[config.mk]
export PLATFORM = sky130hd
export DESIGN_NAME = anomaly_channel_scheduler
export DESIGN_NICKNAME = d
export VERILOG_FILES = /design/src/rtl/anomaly_channel_scheduler.sv
export SDC_FILE = /design/constraint.sdc
export NUM_CORES = 1
export LEC_CHECK = 0
export CAP_MARGIN = 20
export CORE_MARGIN = 8
export CORE_UTILIZATION = 46
export CTS_CLUSTER_SIZE = 10
export DETAILED_ROUTE_END_ITERATION = 6
export HOLD_SLACK_MARGIN = 0.1
export PLACE_DENSITY = 0.87
export SLEW_MARGIN = 10
export SYNTH_ARGS = -nofsm -noshare
export SYNTH_HDL_FRONTEND = slang
export SYNTH_SLANG_ARGS = --single-unit
[constraint.sdc]
create_clock -name clk -period 1.9 [get_ports clk]
set_input_delay 0.19 -clock clk [delete_from_list [all_inputs] [get_ports clk]]
set_output_delay 0.19 -clock clk [all_outputs]
set_load 0.1 [all_outputs]
[src/rtl/anomaly_channel_scheduler.sv]
// anomaly_channel_scheduler
//   Time-shares one isolation-tree evaluation engine among NUM_CH sensor
//   FIFOs. A round-robin arbiter picks the next non-empty FIFO. The FSM
//   pops one sample, hands it to the engine with a start/done handshake and
//   bounds the wait with a timeout. It then reports a tagged result pulse
//   and updates the per-channel sticky flags and a saturating anomaly count.
//
// Ports
//   clk, reset        rising-edge clock, asynchronous active-high reset
//   enable            permits new grants (an in-flight evaluation finishes)
//   ch_empty/ch_data  per-channel FIFO status and data (data valid the
//                     cycle after ch_rd_en)
//   ch_rd_en          registered one-hot pop strobe
//   eng_start/eng_data  start pulse and sample to the engine
//   eng_done/eng_anomaly  engine completion strobe and verdict
//   result_valid/result_ch/result_anomaly/timeout_err  result pulse
//   flag_clear        per-channel clear of the sticky flags
//   anomaly_flags     sticky per-channel anomaly flags
//   anomaly_count     saturating total anomaly count
module anomaly_channel_scheduler #(
   parameter  int NUM_CH  = 4,
   parameter  int DATA_W  = 8,
   parameter  int TIMEOUT = 64,
   localparam int CH_W    = $clog2(NUM_CH),
   localparam int CNT_W   = $clog2(TIMEOUT + 1)
) (
   input  logic                     clk,
   input  logic                     reset,
   input  logic                     enable,
   input  logic [NUM_CH-1:0]        ch_empty,
   input  logic [NUM_CH*DATA_W-1:0] ch_data,
   output logic [NUM_CH-1:0]        ch_rd_en,
   output logic                     eng_start,
   output logic [DATA_W-1:0]        eng_data,
   input  logic                     eng_done,
   input  logic                     eng_anomaly,
   output logic                     result_valid,
   output logic [CH_W-1:0]          result_ch,
   output logic                     result_anomaly,
   output logic                     timeout_err,
   input  logic [NUM_CH-1:0]        flag_clear,
   output logic [NUM_CH-1:0]        anomaly_flags,
   output logic [15:0]              anomaly_count
);

   typedef enum logic [2:0] {IDLE, POP, LATCH, ISSUE, WAIT, REPORT} state_t;

   state_t           state;
   logic [CH_W-1:0]  ptr;        // last channel served
   logic [CH_W-1:0]  grant;
   logic [CNT_W-1:0] cnt;        // WAIT cycles elapsed
   logic [CH_W-1:0]  next_grant;
   logic             any_req;

   function automatic logic [CH_W-1:0] wrap_idx(input logic [CH_W-1:0] base,
                                                input int off);
      int s;
      s = (int'(base) + off) % NUM_CH;
      return CH_W'(s);
   endfunction

   // Search ptr+1, ptr+2, ... ptr+NUM_CH. Scanning from the far end lets the
   // nearest non-empty channel overwrite the others, so the channel just
   // served (offset NUM_CH) ranks last.
   always_comb begin
      next_grant = ptr;
      any_req    = 1'b0;
      for (int i = NUM_CH; i >= 1; i--) begin
         if (!ch_empty[wrap_idx(ptr, i)]) begin
            next_grant = wrap_idx(ptr, i);
            any_req    = 1'b1;
         end
      end
   end

   always_ff @(posedge clk or posedge reset) begin
      if (reset) begin
         state          <= IDLE;
         ptr            <= CH_W'(NUM_CH - 1);
         grant          <= '0;
         cnt            <= '0;
         ch_rd_en       <= '0;
         eng_start      <= 1'b0;
         eng_data       <= '0;
         result_valid   <= 1'b0;
         result_ch      <= '0;
         result_anomaly <= 1'b0;
         timeout_err    <= 1'b0;
         anomaly_flags  <= '0;
         anomaly_count  <= '0;
      end else begin
         // Pulses default low; clears apply every cycle and a set later in
         // this block overrides the clear on the same bit.
         ch_rd_en      <= '0;
         eng_start     <= 1'b0;
         result_valid  <= 1'b0;
         timeout_err   <= 1'b0;
         anomaly_flags <= anomaly_flags & ~flag_clear;

         case (state)
            IDLE: begin
               if (enable && any_req) begin
                  grant    <= next_grant;
                  ch_rd_en <= NUM_CH'(1) << next_grant;
                  state    <= POP;
               end
            end
            POP: state <= LATCH;
            LATCH: begin
               // FIFO data is valid now; eng_data doubles as the sample
               // register and stays put until the next grant.
               eng_data  <= ch_data[int'(grant)*DATA_W +: DATA_W];
               eng_start <= 1'b1;
               state     <= ISSUE;
            end
            ISSUE: begin
               cnt   <= '0;
               state <= WAIT;
            end
            WAIT: begin
               cnt <= cnt + CNT_W'(1);
               // done is checked first so it wins over a same-cycle timeout
               if (eng_done) begin
                  result_valid   <= 1'b1;
                  result_ch      <= grant;
                  result_anomaly <= eng_anomaly;
                  state          <= REPORT;
               end else if (cnt == CNT_W'(TIMEOUT - 1)) begin
                  result_valid   <= 1'b1;
                  result_ch      <= grant;
                  result_anomaly <= 1'b0;
                  timeout_err    <= 1'b1;
                  state          <= REPORT;
               end
            end
            REPORT: begin
               ptr            <= grant;
               result_anomaly <= 1'b0;
               if (result_anomaly) begin
                  anomaly_flags[grant] <= 1'b1;
                  if (anomaly_count != 16'hFFFF)
                     anomaly_count <= anomaly_count + 16'd1;
               end
               state <= IDLE;
            end
            default: state <= IDLE;
         endcase
      end
   end

endmodule

==> qor.csv, run 1 <==
stage,metric,value,unit
run_status,status,finished clean,
setup_path,critical_path.cell_chain,nor2b_1 -> nand2_1 -> nor2_2 -> mux2_1,
cts,clk_latency,0.30,ns
synthesis,ys_types,53,
setup_path,worstPathRequired,2.09,ns
place,hpwlAfterDp,5170,µm
setup_path,cp-end-kind,register,
setup_path,critPathKind,register to register,
die,die_height,91.2,µm
timing,min_period_over_period,0.891,
timing,timing.final.crit_period,1.69,ns
synthesis,ys_warn_count,0,
global_route,antenna_found_initial,0,
synthesis,syn_area,2600,µm²
layout,drive_above_1_share,0.327,
global_route,grt_pass1_vias,2121,
timing,setup_ws,0.208,ns
place,port_buffers,82,
timing,max_freq,591,MHz
place,dp_slack,0.251,ns
global_route,grt_first_pass_wirelength,10700,µm
die,start_util,0.475,
cts,clk_pin_slew,0.09,ns
synthesis,synth_fp_nets,271,
place,routabilityCongestion,0.843,
route,final_antenna_net_count,0,
die,rows,27,
synthesis,synth-edff-count,0,
global_route,grt_use_total,0.159,
route,wirelength,6560,µm
die,ioPinCount,83,
global_route,gr-total-overflow,0,
cts,cts_tree,yes,
cts,clock_sinks,52,
synthesis,ys_seq_area_frac,0.502,
setup_path,max_stage_delay,0.58,ns
layout,area_growth,37.1,%
route,routed-via-count,2120,
synthesis,ys_ff_latch,52,
timing,fin_setup_tns,0,ns
layout,nets,355,
timing,max_slew_margin,0.613,
pwr,power_density,1470,nW/µm²
cts,htree_num_levels,2,
timing,holdWs,0.233,ns
layout,most-common-layout-cells,"clkdlybuf4s50_1 (44), buf_4 (40), dfrtp_1 (33), dfrtp_2 (17)",
timing,tightest_slew,0.580,ns
route,via_per_inst,5.56,
layout,n_fill_cell,411,
layout,stdcell_count,381,
timing,drv_slew,0,
pwr,cellLeakagePower,1.52,nW
die,fp.dieW,91.2,µm
synthesis,async_reset_ff_frac,1.00,
route,detail_route.drc_violations,0,
setup_path,crit_path_top_delay_cell,dfrtp_1,
global_route,grt_max_degree,53,
timing,setup_viol,0,
place,placed_cells,373,
synthesis,synth_area_per_cell,11.6,µm²
synthesis,dominantRegCellSynth,dfrtp_1,
worst_hold_path,worstHoldPathType,input pin to asynchronous set/reset pin,
layout,antenna_cells,0,
route,drtIter0Drc,122,
timing,rsz0062_at_grt,no,
pwr,ir_drop,855,µV
setup_path,worst_setup_path_start_kind,register,
setup_path,crit_fanout,10,
cts,postCtsSetupBuffers,0,
cts,root_buffer,clkbuf_8,
die,die_area,8310,µm²
timing,hold_viol,0,
route,wl_per_cell,17.2,µm
die,core_area,5470,µm²
synthesis,synthCells,224,
cts,clockBufferDepth,2,
layout,final_common_cell,clkdlybuf4s50_1,
timing,skew,0.00939,ns
cts,cts_resized,0,
layout,area.sequential,1330,µm²
layout,multiInputGateArea,1250,µm²
cts,cts.hold.buffers_added,0,
cts,cts_buffers,5,
job,maxCapViolations,0,
setup_path,arrival,1.88,ns
route,firstDrtPassIters,4,
area by class of cell:
class                           count  share of cell area
Multi-Input combinational cell    157               0.352
Sequential cell                    52               0.372
Timing Repair Buffer               85               0.214
Clock inverter                      2             0.00983
Inverter                            7             0.00738
Tap cell                           72              0.0253
Clock buffer                        6              0.0204
synthesized netlist by cell type (2+ instances only):
library cell | number | area [µm²]
mux4_2 | 8 | 180
a211oi_1 | 3 | 22.5
mux2_1 | 3 | 33.8
nand4_1 | 9 | 56.3
buf_4 | 2 | 15.0
o21ai_0 | 5 | 25.0
nor2_1 | 16 | 60.1
xor2_1 | 2 | 17.5
nor2_2 | 2 | 12.5
xnor2_1 | 9 | 78.8
nand2_1 | 9 | 33.8
clkbuf_1 | 3 | 11.3
a21oi_1 | 16 | 80.1
and3_1 | 6 | 37.5
mux2_2 | 11 | 124
nor2b_1 | 5 | 31.3
buf_2 | 3 | 15.0
a31oi_1 | 5 | 31.3
nor3_1 | 6 | 30.0
nand3_1 | 8 | 40.0
o22ai_1 | 3 | 18.8
nand2b_1 | 2 | 12.5
inv_1 | 6 | 22.5
ha_1 | 2 | 25.0
nand3_2 | 2 | 20.0
dfstp_2 | 2 | 52.6
dfrtp_1 | 50 | 1250
sequential cells by signal (all words and copies together), names as in the netlist:
signal          cells
eng_start           1
grant               2
eng_data            8
result_anomaly      1
anomaly_flags       4
ch_rd_en            4
timeout_err         1
cnt                 7
anomaly_count      16
result_valid        1
state               3
ptr                 2
result_ch           2
worst paths after layout:
check	startpoint	end	slack, ns	cells past startpoint
max	state[2]	result_ch[1]	0.21	4
min reg2reg	anomaly_count[14]	anomaly_count[14]	0.50	1
min	reset	anomaly_count[13]	0.23	3
max in group asynchronous	reset	ptr[1]	1.38	3
max reg2reg	state[2]	result_ch[1]	0.21	4
min in group clk	flag_clear[3]	anomaly_flags[3]	0.45	2
critical path, delay by kind of cell, from the launching register on:
family / cells / cell delay (ns)
AND/OR/NAND/NOR: 3 / 0.65
flip-flops: 1 / 0.58
multiplexers: 1 / 0.35
kinds of logic (layout without fill, tap and decap cells):
group                      Yosys count  in the layout  synth area share
DFF                                 52             52             0.502
xor gates and xnor gates            11             11            0.0371
buffers and inverters               15            100            0.0260
AOI/OAI and AO/OA                   44             44             0.105
muxes                               23             23             0.134
and+or+nand+nor                     77             77             0.186
adders and majority gates            2              2           0.00963
power breakdown:
group	leakage [nW]	internal (mW)	switching (mW)	total [mW]
clock network	0.0552	0.391	0.341	0.732
logic	0.812	0.856	1.90	2.75
registers	0.654	1.40	0.339	1.74
total	1.52	2.64	2.58	5.22
routing by layer:
layer  global-route usage  share of wire  vias to the layer above
met2                0.268           0.50                       75
li1                     -              -                     1007
met3               0.0519          0.060                        8
met5                    0              0                        -
met4               0.0450          0.013                        0
met1                0.190           0.43                     1030
metrics by stage:
| step | total power [mW] | area, µm² | utilization |
|---|---|---|---|
| final | 5.22 | 3560 | 0.651 |
| after floorplan | 3.86 | 2650 | - |
| after global routing | 5.48 | 3560 | 0.651 |
| after CTS | 5.27 | 3560 | 0.651 |
| after global placement | 4.44 | 3450 | 0.631 |
| after detailed placement | 4.53 | 3450 | 0.631 |
Note: power is estimated with default switching activity, not from simulation.
==> run 2, diff against run 1 <==
- CTS_CLUSTER_DIAMETER: unset -> 40
- CTS_CLUSTER_SIZE: 10 -> 24
==> results of run 2 <==
The final DEF is identical to that of run 1; final timing and power are the same.
==> run 3, diff against run 2 <==
--- a/config.mk
+++ b/config.mk
@@ -10,5 +10,5 @@
 export CORE_UTILIZATION = 46
 export CTS_CLUSTER_DIAMETER = 40
-export CTS_CLUSTER_SIZE = 24
+export CTS_CLUSTER_SIZE = 30
 export DETAILED_ROUTE_END_ITERATION = 6
 export HOLD_SLACK_MARGIN = 0.1
==> constraint.sdc (replaced) <==
create_clock -name clk -period 1.9 [get_ports clk]
set_input_delay 0.19 -clock clk [delete_from_list [all_inputs] [get_ports clk]]
set_output_delay 0.19 -clock clk [all_outputs]
set_load 0.02 [all_outputs]
==> run 3 against run 2 <==
Effect of this change: wire length up 9.2%; highest routed layer unchanged; critical path depth up 1; worst hold slack worse by 0.048 ns.
==> qor.csv, run 3 (same netlist as run 1, synthesis figures left out) <==
stage,metric,value,unit,change
run_status,status,finished clean,,unchanged
die,rows,27,,unchanged
timing,skew,0.0123,ns,was 0.00939 ns
pwr,cellLeakagePower,1.47,nW,was 1.52 nW
layout,n_fill_cell,417,,was 411
place,routabilityCongestion,0.874,,was 0.843
place,port_buffers,82,,unchanged
global_route,antenna_found_initial,0,,unchanged
layout,area_growth,38.6,%,was 37.1%
layout,final_common_cell,clkdlybuf4s50_1,,unchanged
cts,htree_num_levels,2,,unchanged
cts,cts_tree,yes,,unchanged
cts,cts.hold.buffers_added,0,,unchanged
pwr,ir_drop,760,µV,was 855 µV
setup_path,reg2reg_slack,0.14,ns,was 0.21 ns
global_route,grt_pass1_vias,2252,,was 2121
cts,clock_sinks,52,,unchanged
route,detail_route.drc_violations,0,,unchanged
global_route,grt_first_pass_wirelength,11600,µm,was 10700 µm
timing,fin_setup_tns,0,ns,unchanged
global_route,grt_max_degree,24,,was 53
route,wirelength,7160,µm,was 6560 µm
cts,postCtsSetupBuffers,0,,unchanged
layout,most-common-layout-cells,"clkdlybuf4s50_1 (82), dfrtp_1 (50), nor2_1 (16), a21oi_1 (16), mux2_2 (11)",,"was clkdlybuf4s50_1 (44), buf_4 (40), dfrtp_1 (33), dfrtp_2 (17)"
setup_path,crit_fanout,6,,was 10
job,maxCapViolations,0,,unchanged
setup_path,arrival,1.95,ns,was 1.88 ns
layout,regMostFlops,anomaly_count,,unchanged
die,fp.dieW,91.2,µm,unchanged
route,via_per_inst,5.80,,was 5.56
timing,max_slew_margin,0.597,,was 0.613
die,die_height,91.2,µm,unchanged
setup_path,worstPathRequired,2.09,ns,about the same
die,start_util,0.475,,unchanged
timing,holdWs,0.185,ns,was 0.233 ns
route,firstDrtPassIters,4,,unchanged
global_route,gr-total-overflow,0,,unchanged
timing,hold_viol,0,,unchanged
setup_path,critPathKind,register to register,,unchanged
global_route,grt_use_total,0.172,,was 0.159
setup_path,worst_setup_path_start_kind,register,,unchanged
timing,max_freq,569,MHz,was 591 MHz
cts,clockBufferDepth,2,,unchanged
die,ioPinCount,83,,unchanged
die,die_area,8310,µm²,unchanged
timing,rsz0062_at_grt,no,,unchanged
route,drtIter0Drc,122,,unchanged
timing,setup_ws,0.144,ns,was 0.208 ns
timing,tightest_slew,0.605,ns,was 0.580 ns
layout,fin_util,0.658,,was 0.651
layout,drive_above_1_share,0.146,,was 0.327
cts,root_buffer,clkbuf_8,,unchanged
layout,top_regs,"anomaly_count x16, eng_data x8, cnt x7",,unchanged
route,wl_per_cell,18.8,µm,was 17.2 µm
worst_hold_path,worstHoldPathType,input pin to asynchronous set/reset pin,,unchanged
pwr,power_density,1130,nW/µm²,was 1470 nW/µm²
route,routed-via-count,2208,,was 2120
cts,cts_buffers,5,,unchanged
layout,antenna_cells,0,,unchanged
layout,nets,355,,unchanged
die,core_area,5470,µm²,unchanged
timing,drv_slew,0,,unchanged
place,dp_slack,0.140,ns,was 0.251 ns
layout,largest_reg_flops,16,,unchanged
setup_path,cp-end-kind,register,,unchanged
timing,setup_viol,0,,unchanged
cts,clk_pin_slew,0.10,ns,was 0.09 ns
timing,timing.final.crit_period,1.76,ns,was 1.69 ns
place,hpwlAfterDp,5560,µm,was 5170 µm
timing,min_period_over_period,0.924,,was 0.891
cts,clk_latency,0.31,ns,was 0.30 ns
route,final_antenna_net_count,0,,unchanged
run 3: changes by cell type in the layout (fill, tap and decap cells not counted), moves of 17 or more:
cell	before	now
buf_4	40	2
clkdlybuf4s50_1	44	82
dfrtp_1	33	50
dfrtp_2	17	0
run 3: per-layer routing:
metal,part of all wire,vias to the layer above,global-route usage
li1,-,1005,-
met1,0.41,1087,0.202
met2,0.50,99,0.297
met3,0.074,17,0.0486
met4,0.021,0,0.0505
met5,0,-,0
run 3: worst max-delay path: stages, from the launching register on:
cell and delay [ns]:
dfrtp_1 0.46, ha_1 0.26, nand3_2 0.17, nor4_2 0.28
nor2_1 0.14, mux2_1 0.33
run 3: final timing paths:
kind	start	endpoint	cells after the start
setup / recovery	anomaly_count[0]	anomaly_count[1]	5
hold / removal	reset	anomaly_count[3]	2
setup reg to reg	anomaly_count[0]	anomaly_count[1]	5
hold reg to reg	result_ch[1]	result_ch[1]	1
max in group asynchronous	reset	ptr[1]	3
min in group clk	flag_clear[3]	anomaly_flags[3]	2
run 3: area by class of cell:
class / count / area (µm²) / area share
Sequential cell: 52 / 1300 / 0.362
Multi-Input combinational cell: 157 / 1230 / 0.342
Timing Repair Buffer: 85 / 856 / 0.238
Tap cell: 72 / 90.1 / 0.0250
Clock buffer: 7 / 86.3 / 0.0240
Inverter: 7 / 26.3 / 0.00729
Clock inverter: 1 / 7.51 / 0.00208
run 3: power by group:
group          internal, mW  switching (mW)
clock network         0.297           0.362
registers              1.39           0.393
logic                 0.897           0.739
run 3: through the flow:
stage / instance area, µm² / cells / power, mW
detailed placement: 3500 / 373 / 3.43
floorplan: 2600 / 224 / 2.75
global placement: 3500 / 373 / 3.34
CTS: 3600 / 381 / 4.09
global route: 3600 / 381 / 4.29
finish: 3600 / 381 / 4.08
run 3: what timing repair did:
action | in CTS | in global routing
setup endpoints to repair | 0 | 1
gates resized for setup | 0 | 1
hold endpoints to repair | 0 | 0
